**src/rtl/rot_detect8.sv**
```systemverilog
// Rotation detector: finds the left/right rotation mapping original onto
// rotated, trying one left rotation per clock.
module rot_detect8 #(
  parameter int WIDTH = 8
) (
  input  logic             clk,
  input  logic             rst_n,
  input  logic             in_valid,
  output logic             in_ready,
  input  logic [WIDTH-1:0] original,
  input  logic [WIDTH-1:0] rotated,
  output logic             out_valid,
  input  logic             out_ready,
  output logic             found,
  output logic [2:0]       shift,
  output logic             right
);

  typedef enum logic [1:0] {
    IDLE   = 2'd0,
    SEARCH = 2'd1,
    DONE   = 2'd2
  } state_t;

  state_t           state;
  logic [WIDTH-1:0] work;
  logic [WIDTH-1:0] target;
  logic [2:0]       cnt;

  logic             hit;
  logic             last;
  logic [WIDTH-1:0] work_rotl;
  logic             use_right;
  logic [2:0]       amt;

  assign hit       = (work == target);
  assign last      = (cnt == 3'd7);
  assign work_rotl = {work[WIDTH-2:0], work[WIDTH-1]};
  assign use_right = (cnt > 3'd4);
  // Left by k equals right by 8-k; 3-bit negate gives 8-k for k in 5..7.
  assign amt       = use_right ? (3'd0 - cnt) : cnt;

  always_ff @(posedge clk or negedge rst_n) begin
    if (!rst_n) begin
      state     <= IDLE;
      in_ready  <= 1'b1;
      out_valid <= 1'b0;
      found     <= 1'b0;
      shift     <= 3'd0;
      right     <= 1'b0;
      work      <= '0;
      target    <= '0;
      cnt       <= 3'd0;
    end else begin
      unique case (state)
        IDLE: begin
          if (in_valid) begin
            work     <= original;
            target   <= rotated;
            cnt      <= 3'd0;
            in_ready <= 1'b0;
            state    <= SEARCH;
          end
        end
        SEARCH: begin
          if (hit) begin
            found     <= 1'b1;
            shift     <= amt;
            right     <= use_right;
            out_valid <= 1'b1;
            state     <= DONE;
          end else if (last) begin
            found     <= 1'b0;
            shift     <= 3'd0;
            right     <= 1'b0;
            out_valid <= 1'b1;
            state     <= DONE;
          end else begin
            work <= work_rotl;
            cnt  <= cnt + 3'd1;
          end
        end
        DONE: begin
          if (out_ready) begin
            out_valid <= 1'b0;
            found     <= 1'b0;
            shift     <= 3'd0;
            right     <= 1'b0;
            in_ready  <= 1'b1;
            state     <= IDLE;
          end
        end
        default: begin
          state     <= IDLE;
          in_ready  <= 1'b1;
          out_valid <= 1'b0;
        end
      endcase
    end
  end

endmodule

```
**config.mk**
```make
export PLATFORM = sky130hd
export DESIGN_NAME = rot_detect8
export DESIGN_NICKNAME = d
export VERILOG_FILES = /design/src/rtl/rot_detect8.sv
export SDC_FILE = /design/constraint.sdc
export NUM_CORES = 1
export LEC_CHECK = 0
export CORE_MARGIN = 2
export CORE_UTILIZATION = 51
export CTS_CLUSTER_SIZE = 40
export DETAILED_ROUTE_END_ITERATION = 10
export PLACE_DENSITY = 0.77
export SLEW_MARGIN = 30
export SYNTH_ARGS = -nofsm -noshare
export SYNTH_HDL_FRONTEND = slang
export SYNTH_SLANG_ARGS = --single-unit
export TNS_END_PERCENT = 100
```
**constraint.sdc**
```tcl
create_clock -name clk -period 2.25 [get_ports clk]
set_clock_uncertainty 0.05 [all_clocks]
set_input_delay 0.3375 -clock clk [delete_from_list [all_inputs] [get_ports clk]]
set_output_delay 0.3375 -clock clk [all_outputs]
set_load 0.02 [all_outputs]
```
==> run metrics <==
final hold violations 0; Iter 0 DRT Violations 22; FMAX 508 MHz; actual slew at the worst max-slew pin 0.576 ns; critical path, cell by cell ha_1 -> ha_1 -> nand2b_1 -> a21oi_1 -> o31ai_4 -> inv_4 -> mux2_4; Synth Area per Inst 13.2 sq um; fin nets 164; CP startpoint cnt[1]; Pleak 0.000806 uW; share of the synthesized area in the top cell type 0.466; setup violators final 0; share of layout cells above drive strength 1 0.286; Setup TNS Final 0 ns; TritonRoute pass-1 iters 4; CP max stage delay 0.44 ns; number of global-route vias before repair 975; Worst IR Drop VDD 0.000899 V; WL/cell 15.7 microns; Root Driver clkbuf_4; crit path max fanout 9; Max H-tree Level 1; CP endpoint kind register; synthesis-stage register bit count 28; antenna violations before repair 0; Design Power 2650 uW; DIE AREA 0.00329 sq mm; IO Pins 27; critical path capture point work[0]; Post-Synthesis Cell Area 0.00145 sq mm; Critical Path AT 2.15 ns; pin count of the biggest net entering global routing 29; post-DP HPWL 2020 microns; Setup Crit Path Kind register to register; PortBufs 26; final wirelength 2690 microns; syn nets 133; Via Count 972; min cycle time layout 1.97 ns; RSZ-0062 raised after global routing no; worst rel slew slack 0.616; Worst R2R Setup Slack 0.28 ns; post_cts resized 0; Clock Path Buffers 2; Die Span Y 57.3 microns; most frequent cells in the layout 27 x dfrtp_1, 26 x clkdlybuf4s50_1, 17 x mux2_2; Area growth syn-to-layout 24.8%; initial core utilization 0.531; Max Slew Vio Count 0; Core Rows 19; grt ovf 0; Max Cap Viol 0; pre-CTS setup slack 0.297 ns; critical path startpoint category register; CTS Hold Bufs 0; clock sinks 28; fin util 0.663; most frequent CP cell ha_1; cell taking the most area after synthesis dfrtp_1; gr usage total 0.179; Hold WS 0.322 ns; Core Area 0.00273 sq mm; largest cells by area after synthesis dfrtp_1 47%, mux2_2 13%, mux2_4 8.3%; Clk Latency, worst-skew pair 0.32 ns; DR DRC count 0; cts bufs inserted 3; HP Class primary input to asynchronous set/reset pin; R2R cell count 7; routability cong. 0.784; Seq/Total Area, Yosys 0.484; Worst path slowest cell dfrtp_1; first-pass GRT wire length 4580 microns; Critical Path RT 2.43 ns; synth warn 0; FF-to-FF Start cnt[1]; antenna cell count 0; r2r endpoint work[0]; Netlist cell types 29; post-route ant nets 0; leading cell type in the layout, fill and taps excluded dfrtp_1; TritonCTS clock tree yes; fin crit share 0.876; clock transition at the registers of the reported paths 0.15 ns; status finished clean; final setup margin 0.280 ns; setup bufs post-CTS 0; Mapped Cells 110; P per Cell Area 1460 mW/mm^2; Die X 57.3 microns; DR vias/cell 5.68
==> power by group <==
part / leakage, uW / switching [uW] / internal (uW)
Combinational: 0.000436 / 609 / 741
Clock: 0.0000279 / 146 / 180
Sequential: 0.000342 / 222 / 752
Total: 0.000806 / 977 / 1670
==> synthesized netlist by cell type, drive strengths merged <==
cell	number
a21o	5
a21oi	2
a22o	2
buf	2
clkbuf	1
dfrtp	27
dfstp	1
ha	3
inv	4
mux2	25
mux2i	1
nand2	1
nand2b	5
nand3	5
nand3b	1
nand4	2
nor2	3
nor3b	1
o21a	1
o21ai	2
o22a	1
o22ai	1
o31ai	2
o41ai	4
xnor2	8
==> final cells by class <==
cell class                      instances  area (sq um)
Clock inverter                          1          30.0
Fill cell                             207           922
Multi-Input combinational cell         75           718
Inverter                                4          17.5
Clock buffer                            3          22.5
Timing Repair Buffer                   29           283
Tap cell                               31          38.8
Sequential cell                        28           702
==> logic make-up after synthesis <==
| kind of cell | Yosys count | share of synthesized area |
|---|---|---|
| buffers and inverters | 7 | 0.0216 |
| XOR/XNOR | 8 | 0.0483 |
| flip-flops | 28 | 0.484 |
| adder cells (fa/ha/maj) | 3 | 0.0259 |
| multiplexers | 26 | 0.222 |
| AND/OR/NAND/NOR | 18 | 0.0862 |
| AO/OA/AOI/OAI | 20 | 0.113 |
==> flip-flops by register name, indices dropped and copies added, names as in the netlist <==
name / cells
out_valid: 1
in_ready: 1
target: 8
found: 1
shift: 3
right: 1
state: 2
work: 8
cnt: 3
==> stage by stage <==
step           cell area [sq um]  instances
2_1_floorplan               1450        110
3_3_place_gp                1760        167
3_5_place_dp                1760        167
4_1_cts                     1810        171
5_1_grt                     1810        171
6_report                    1810        171
==> per-layer routing <==
| layer | share of wire | track usage | up-vias |
|---|---|---|---|
| li1 | - | - | 464 |
| met1 | 0.45 | 0.236 | 479 |
| met2 | 0.50 | 0.304 | 25 |
| met3 | 0.035 | 0.0249 | 4 |
| met4 | 0.012 | 0.0631 | 0 |
| met5 | 0 | 0 | - |
==> critical path, delay by kind of cell, from the launching register on <==
family	cells	cell delay [ns]
multiplexers	1	0.31
adder cells (fa/ha/maj)	2	0.41
AO/OA/AOI/OAI	2	0.36
buffers and inverters	1	0.17
AND/OR/NAND/NOR	1	0.14
flip-flops	1	0.44
==> worst min-delay path by stage <==
stage	start	to	slack [ns]
floorplan	rst_n	cnt[0]	-0.008
global placement	right	right	0.44
detailed placement	shift[1]	shift[1]	0.45
CTS	rst_n	out_valid	0.33
global route	rst_n	out_valid	0.34
finish	rst_n	out_valid	0.32
(Power assumes the default switching activity.)
